File: src/rtl/secure_switch_poller_if.sv
// AXI4-Lite read-channel bundle between the switch poller and the secure interconnect.
// Write channels do not exist here; the interconnect ties them off.
interface secure_switch_poller_if #(
  parameter int C_M_AXI_ADDR_WIDTH = 4,
  parameter int C_M_AXI_DATA_WIDTH = 32
);
  logic [C_M_AXI_ADDR_WIDTH-1:0] araddr;
  logic [2:0]                    arprot;
  logic                          arvalid;
  logic                          arready;
  logic [C_M_AXI_DATA_WIDTH-1:0] rdata;
  logic [1:0]                    rresp;
  logic                          rvalid;
  logic                          rready;

  modport master (
    output araddr, arprot, arvalid, rready,
    input  arready, rdata, rresp, rvalid
  );

  modport slave (
    input  araddr, arprot, arvalid, rready,
    output arready, rdata, rresp, rvalid
  );
endinterface

File: src/rtl/secure_switch_poller.sv
// Autonomous AXI4-Lite read master that polls the secure switch register, keeps a
// shadow copy and raises a level interrupt when the switch state changes.
module secure_switch_poller #(
  parameter int                            C_M_AXI_ADDR_WIDTH = 4,
  parameter int                            C_M_AXI_DATA_WIDTH = 32,
  parameter logic [C_M_AXI_ADDR_WIDTH-1:0] SW_REG_ADDR        = '0,
  parameter int unsigned                   POLL_PERIOD        = 100000
) (
  input  logic                  m_axi_aclk,
  input  logic                  m_axi_areset,
  input  logic                  enable,
  input  logic                  irq_ack,
  input  logic                  err_clr,
  secure_switch_poller_if.master m_axi,
  output logic [1:0]            sw_state,
  output logic                  sw_valid,
  output logic [1:0]            change_mask,
  output logic                  irq,
  output logic                  bus_err
);

  localparam logic [1:0] IDLE = 2'd0;
  localparam logic [1:0] ADDR = 2'd1;
  localparam logic [1:0] DATA = 2'd2;
  localparam logic [1:0] WAIT = 2'd3;

  localparam logic [23:0] PERIOD_LOAD = 24'(POLL_PERIOD - 1);

  logic [1:0]  state;
  logic [23:0] cnt;
  logic        arvalid_r;
  logic        rready_r;

  logic        rd_done;
  logic        rd_ok;
  logic        rd_bad;
  logic [1:0]  rd_val;
  logic [1:0]  rd_diff;
  logic        change;
  logic [C_M_AXI_DATA_WIDTH-1:0] rdata_unused;

  // Only the two switch bits of the read word are meaningful.
  assign rdata_unused = m_axi.rdata;
  assign rd_val       = m_axi.rdata[1:0];

  assign m_axi.araddr  = SW_REG_ADDR;
  assign m_axi.arprot  = 3'b000;
  assign m_axi.arvalid = arvalid_r;
  assign m_axi.rready  = rready_r;

  assign rd_done = (state == DATA) && m_axi.rvalid;
  assign rd_ok   = rd_done && (m_axi.rresp == 2'b00);
  assign rd_bad  = rd_done && (m_axi.rresp != 2'b00);
  assign rd_diff = rd_val ^ sw_state;
  assign change  = rd_ok && sw_valid && (rd_diff != 2'b00);

  always_ff @(posedge m_axi_aclk or posedge m_axi_areset) begin
    if (m_axi_areset) begin
      state       <= IDLE;
      cnt         <= '0;
      arvalid_r   <= 1'b0;
      rready_r    <= 1'b0;
      sw_state    <= '0;
      sw_valid    <= 1'b0;
      change_mask <= '0;
      irq         <= 1'b0;
      bus_err     <= 1'b0;
    end else begin
      case (state)
        IDLE: begin
          if (enable) begin
            state     <= ADDR;
            arvalid_r <= 1'b1;
          end
        end
        ADDR: begin
          // arvalid is held until the handshake regardless of enable.
          if (m_axi.arready) begin
            state     <= DATA;
            arvalid_r <= 1'b0;
            rready_r  <= 1'b1;
          end
        end
        DATA: begin
          if (m_axi.rvalid) begin
            state    <= WAIT;
            rready_r <= 1'b0;
            cnt      <= PERIOD_LOAD;
            if (rd_ok) begin
              sw_state <= rd_val;
              sw_valid <= 1'b1;
            end
          end
        end
        WAIT: begin
          if (!enable) begin
            state <= IDLE;
          end else if (cnt == '0) begin
            state     <= ADDR;
            arvalid_r <= 1'b1;
          end else begin
            cnt <= cnt - 24'd1;
          end
        end
        default: state <= IDLE;
      endcase

      // A fresh change beats a simultaneous acknowledge; only the new bits survive.
      if (change) begin
        irq         <= 1'b1;
        change_mask <= (irq_ack ? 2'b00 : change_mask) | rd_diff;
      end else if (irq_ack) begin
        irq         <= 1'b0;
        change_mask <= '0;
      end

      if (rd_bad) begin
        bus_err <= 1'b1;
      end else if (err_clr) begin
        bus_err <= 1'b0;
      end
    end
  end

endmodule

File: src/flat_wrapper.sv
// flat-port wrapper written by rule: the top's interface ports become plain ports
module secure_switch_poller_flat 
#(
  parameter int                            C_M_AXI_ADDR_WIDTH = 4,
  parameter int                            C_M_AXI_DATA_WIDTH = 32,
  parameter logic [C_M_AXI_ADDR_WIDTH-1:0] SW_REG_ADDR        = '0,
  parameter int unsigned                   POLL_PERIOD        = 100000
)
  (m_axi_aclk, m_axi_areset, enable, irq_ack, err_clr, sw_state, sw_valid, change_mask, irq, bus_err, m_axi_araddr, m_axi_arprot, m_axi_arvalid, m_axi_rready, m_axi_arready, m_axi_rdata, m_axi_rresp, m_axi_rvalid);
  secure_switch_poller_if #(.C_M_AXI_ADDR_WIDTH(C_M_AXI_ADDR_WIDTH), .C_M_AXI_DATA_WIDTH(C_M_AXI_DATA_WIDTH)) m_axi_i ();
  input  logic m_axi_aclk;
  input  logic m_axi_areset;
  input  logic enable;
  input  logic irq_ack;
  input  logic err_clr;
  output logic [1:0] sw_state;
  output logic sw_valid;
  output logic [1:0] change_mask;
  output logic irq;
  output logic bus_err;
  output wire logic [$bits(m_axi_i.araddr)-1:0] m_axi_araddr;
  output wire logic [$bits(m_axi_i.arprot)-1:0] m_axi_arprot;
  output wire logic [$bits(m_axi_i.arvalid)-1:0] m_axi_arvalid;
  output wire logic [$bits(m_axi_i.rready)-1:0] m_axi_rready;
  input wire logic [$bits(m_axi_i.arready)-1:0] m_axi_arready;
  input wire logic [$bits(m_axi_i.rdata)-1:0] m_axi_rdata;
  input wire logic [$bits(m_axi_i.rresp)-1:0] m_axi_rresp;
  input wire logic [$bits(m_axi_i.rvalid)-1:0] m_axi_rvalid;
  assign m_axi_araddr = m_axi_i.araddr;
  assign m_axi_arprot = m_axi_i.arprot;
  assign m_axi_arvalid = m_axi_i.arvalid;
  assign m_axi_rready = m_axi_i.rready;
  assign m_axi_i.arready = m_axi_arready;
  assign m_axi_i.rdata = m_axi_rdata;
  assign m_axi_i.rresp = m_axi_rresp;
  assign m_axi_i.rvalid = m_axi_rvalid;
  secure_switch_poller #(.C_M_AXI_ADDR_WIDTH(C_M_AXI_ADDR_WIDTH), .C_M_AXI_DATA_WIDTH(C_M_AXI_DATA_WIDTH), .SW_REG_ADDR(SW_REG_ADDR), .POLL_PERIOD(POLL_PERIOD)) u_core (.m_axi_aclk(m_axi_aclk), .m_axi_areset(m_axi_areset), .enable(enable), .irq_ack(irq_ack), .err_clr(err_clr), .m_axi(m_axi_i), .sw_state(sw_state), .sw_valid(sw_valid), .change_mask(change_mask), .irq(irq), .bus_err(bus_err));
endmodule
File: config.mk
export PLATFORM = sky130hd
export DESIGN_NAME = secure_switch_poller_flat
export DESIGN_NICKNAME = d
export VERILOG_FILES = /design/src/rtl/secure_switch_poller_if.sv /design/src/rtl/secure_switch_poller.sv /design/src/flat_wrapper.sv
export SDC_FILE = /design/constraint.sdc
export NUM_CORES = 1
export LEC_CHECK = 0
export ABC_AREA = 1
export CORE_MARGIN = 2
export CORE_UTILIZATION = 30
export DETAILED_ROUTE_END_ITERATION = 7
export SYNTH_ARGS = -nofsm -noshare
export SYNTH_HDL_FRONTEND = slang
export SYNTH_SLANG_ARGS = --single-unit
File: constraint.sdc
create_clock -name m_axi_aclk -period 4.5 [get_ports m_axi_aclk]
set_clock_uncertainty 0.1 [all_clocks]
set_input_delay 0.9 -clock m_axi_aclk [delete_from_list [all_inputs] [get_ports m_axi_aclk]]
set_output_delay 0.9 -clock m_axi_aclk [all_outputs]
set_load 0.02 [all_outputs]
## Word-level counts from Yosys, hierarchy flattened

Index checks and enable logic that the tools add are counted.
W data, S select, Z words.

- $add $sub $neg: 1
- Reduce and logical (&&, ||, !) cells: 20
- Muxes and demuxes: 24
- Bitwise operators: 2
- Eq/ne operators: 10

Operators with widths:

| kind | count |
|---|---|
| $mux W24 | 3 |
| $pmux W24 S2 | 1 |
| $logic_not A24 Y1 | 1 |
| $sub A24 B1 Y24 const B | 1 |
| $mux W2 | 7 |
| $reduce_bool A2 Y1 | 6 |
| $mux W1 | 10 |
| $ne A2 B2 Y1 const B | 5 |
| $pmux W2 S4 | 1 |
| $reduce_and A4 Y1 | 2 |
| $reduce_and A3 Y1 | 2 |
| $logic_and A1 B1 Y1 | 5 |
| $reduce_and A5 Y1 | 1 |
| $eq A2 B2 Y1 const B | 2 |
| $logic_not A2 Y1 | 2 |
| $ne A3 B2 Y1 const B | 1 |
| $pmux W1 S3 | 1 |
| $reduce_bool A3 Y1 | 1 |
| $eq A2 B1 Y1 const B | 1 |
| $ne A2 B1 Y1 const B | 1 |
| $or A2 B2 Y2 | 1 |
| $pmux W1 S2 | 1 |
| $xor A2 B2 Y2 | 1 |

- Output and inout port bits: 16
- Input port bits: 41
- Logic and storage cells: 66
- Bits in registers: 35

## Longest topological paths before layout

- Word-level depth: 6
- Mapped depth: 11
- Depth with buffers taken out: 10

## Worst setup path before layout

Ideal clock, no wire load.

- Path type: input to register
- Start: in m_axi_rvalid
- End: reg u_core.cnt[0]
- Arrival: 1682 ps
- Required time: 4280 ps
- Path buffers: 2
- Stages on the path: 8
- Setup time: 120 ps
- Slack: 2598 ps
- Cell sequence: nor2_1 > inv_1 > nand3_4 > nand2_4 > buf_6 > buf_6 > o21ai_2 > nand2_1

- Cells in the longest elaborated chain, start to end: 2

RTL lines:

| element | line | text |
|---|---|---|
| start: declaration | flat_wrapper.sv:28 | `input wire logic [$bits(m_axi_i.rvalid)-1:0] m_axi_rvalid;` |
| $ne A2 B2 Y1 (no source line) | -- |  |
| $reduce_and A4 Y1 (no source line) | -- |  |
| end signal: assignment | secure_switch_poller.sv:102 | `cnt <= cnt - 24'd1;` |
| end: declaration | secure_switch_poller.sv:30 | `logic [23:0] cnt;` |

No other way between the ends.
A chain may end at the register's enable or synchronous reset.

## Worst setup path after layout

- Start: in m_axi_rvalid
- End: reg u_core.cnt[4]

The elaborated chain is that of the path after synthesis.

==> flow_metrics.py <==
metrics = {
    "status": {
        "status": "completed",
    },
    "synthesis": {
        "syn_area_mm2": 0.00239,
        "synth_top_area_share_pct": 36.7,
        "ys_seq_area_share_pct": 36.7,
        "async_flop_share_pct": 100,
        "yosys_warnings": 0,
        "ys_types": 29,
        "syn_area_per_cell_um2": 6.84,
        "syn_inst": 349,
        "yosys-top-cells-area": "dfrtp_1 (37%), nand2_1 (17%), nor2_1 (7.9%)",
        "yosys_register_bits": 35,
        "synth_ff_type": "dfrtp_1",
        "synth_edf_count": 0,
        "yosys.area.top_type": "dfrtp_1",
    },
    "sta": {
        "fin_tns_setup_ps": 0,
        "slew_viol_final": 0,
        "slew_headroom_pct": 50.2,
        "worst_slew_pin_slew_ps": 744,
        "hold_viol": 0,
        "holdWs_ps": 380,
        "max_freq_mhz": 422,
        "period_minus_slack_ps": 2370,
        "min_period_over_period_pct": 52.7,
        "setup_viol": 0,
        "fin_ws_ps": 2130,
        "rsz0062_at_grt": "no",
    },
    "clock_tree": {
        "clock-root-buffer": "clkbuf_8",
        "cts_sinks": 35,
        "clkLatencyLatePin_ps": 300,
        "postCtsResizedCells": 0,
        "cts_htree_levels": 2,
        "hold_buffers": 0,
        "cts_buffers": 5,
        "cts_setup_buffers": 0,
        "cts_buffer_depth": 2,
        "cts.reportedPaths.clkPinSlew_ps": 80,
        "cts_tree": "built",
    },
    "global_route": {
        "grtUsageTotal_pct": 13.5,
        "overflow": 0,
        "grt.met3_usage_pct": 3.79,
        "grt_pass1_wl_mm": 9.40,
        "gr-usage-met2_pct": 21.2,
        "antenna_found_initial": 0,
        "busiest_layer": "met2",
        "grt_use_met1_pct": 18.1,
        "grt_start_max_net_pins": 40,
        "grt_pass1_vias": 2093,
    },
    "placed_design": {
        "port_buffers": 19,
        "gp_congestion": 0.812,
        "dpl.hpwl_mm": 3.74,
        "place_inst": 464,
        "dp_slack_ps": 1800,
    },
    "worst_setup_path": {
        "crit_path_end_kind": "flop",
        "r2r_slack_ps": 2220,
        "r2r_start": "u_core.state[1]",
        "path_max_fanout": 39,
        "r2r-end": "u_core.cnt[15]",
        "arrival_ps": 2490,
        "critical_path_required_ps": 4620,
        "worst_r2r_path_depth": 6,
        "criticalPathCategory": "in2reg",
        "start_kind": "primary input",
    },
    "detailed_routing": {
        "drc": 0,
        "drt_iter0_drc": 136,
        "viasPerCell": 4.53,
        "antenna_left": 0,
        "vias": 2138,
        "detail_route.first_pass.iterations": 4,
        "routedWlPerCell_um": 11.0,
        "routed_wl_mm": 5.18,
    },
    "hold_path": {
        "holdCritStartpoint": "u_core.cnt[0]",
        "whs_endpoint": "u_core.cnt[0]",
        "whs_path_depth": 2,
        "hold_class": "reg2reg",
    },
    "floorplanning": {
        "io_pins": 57,
        "initial_core_util_pct": 30.9,
        "core-area_mm2": 0.00773,
        "num_rows": 32,
        "die_w_um": 93.2,
        "dieArea_mm2": 0.00869,
        "fp.dieH_um": 93.2,
    },
    "layout": {
        "nFillCells": 813,
        "nets": 418,
        "antennaDiodeCount": 0,
        "finalNonFillerCells": 472,
        "syn_to_final_growth_pct": 15.7,
        "layout-drive-gt1-share_pct": 6.76,
    },
    "power": {
        "p_per_area_mw_per_mm2": 531,
        "p_leak_uw": 0.00132,
        "peakVddDrop_mv": 0.233,
    },
    "job": {
        "max-cap-violations": 0,
    },
}
[cells by family after synthesis]
family / count (synthesis) / share of synthesized area (%)
mux: 2 / 0.943
other cells: 1 / 0.157
compound gates: 28 / 6.71
xor+xnor: 5 / 1.83
buf+inv: 59 / 11.2
simple gates: 211 / 38.3
flops: 35 / 36.7
fa+ha+maj: 8 / 4.19
[Yosys cell counts (3+ instances only)]
master	number
buf_4	7
nor2_1	50
o21ai_1	10
a21oi_1	3
o22ai_1	4
buf_2	3
nand4_1	8
ha_1	8
nand2_1	107
dfrtp_1	35
xor2_1	3
nor2_2	5
nor3_1	3
o21ai_2	3
o21ai_0	6
inv_1	44
nand3_1	33
[layer usage]
| metal | wire length, um | part of all wire (%) |
|---|---|---|
| met5 | 0 | 0 |
| met4 | 87 | 1.7 |
| met3 | 214 | 4.1 |
| met2 | 2260 | 44 |
| met1 | 2610 | 50 |
[power breakdown]
part / switching (uW) / internal [uW]
clock: 123 / 179
sequential: 78.5 / 400
combinational: 448 / 240
total: 649 / 819
[critical path, cell delays in order]
cell	delay, ps
clkdlybuf4s50_1	470
nand2_1	70
inv_1	120
nand2_1	270
nand2_4	440
nand2_1	90
o21ai_1	110
[worst max path at each step]
stage,from,endpoint,cells after the start
finish,m_axi_rvalid,u_core.cnt[4],7
global route,m_axi_rvalid,u_core.cnt[6],7
CTS,m_axi_rvalid,u_core.cnt[4],7
detailed placement,m_axi_rvalid,u_core.cnt[4],7
global placement,m_axi_rvalid,u_core.cnt[16],6
floorplan,m_axi_rvalid,u_core.cnt[0],8
[layout make-up]
cell class                 instances  area, um^2  share of cell area [%]
sequential                        35         876                    31.7
multi-input combinational        261        1270                    45.9
tap                              102         128                    4.62
clock buffer                       6        82.6                    2.99
timing repair buffer              21         205                    7.43
inverter                          45         169                    6.11
clock inverter                     2        35.0                    1.27
[placed cells by master (no fill, tap or decap)]
cell             netlist  routed
ha_1                   8       8
clkinv_2               0       1
clkbuf_8               0       6
o21ai_2                3       3
a31oi_1                1       1
nand4_1                8       8
a21oi_1                3       3
nand3_4                2       2
nand2_1              107     107
clkinv_1               1       1
bufinv_16              0       1
dfrtp_1               35      35
inv_1                 44      44
o22ai_1                4       4
buf_4                  7       2
nor3_1                 3       3
nor2_2                 5       5
nor2_4                 1       1
nand2_4                1       1
nand3_1               33      33
nor2_1                50      50
conb_1                 1       7
o21ai_0                6       6
a211oi_1               1       1
o21ai_1               10      10
clkdlybuf4s50_1        0      19
xnor2_1                2       2
xor2_1                 3       3
nand2_2                1       1
mux2_2                 2       2
[state kept, by name, summed over array words and instances (netlist names)]
register and flops:
u_core.m_axi.rready 1, u_core.sw_state 2, u_core.sw_valid 1, u_core.state 2, u_core.irq 1, u_core.change_mask 2, u_core.cnt 24, u_core.bus_err 1
u_core.m_axi.arvalid 1
[stage by stage]
step / area, um^2 / power, uW / utilization, %
final: 2760 / 1470 / 35.8
after detailed placement: 2650 / 1170 / 34.2
after global placement: 2650 / 1160 / 34.2
after CTS: 2760 / 1480 / 35.8
after floorplan: 2410 / 1010 / -
after global routing: 2760 / 1610 / 35.8
(Power assumes the default switching activity.)
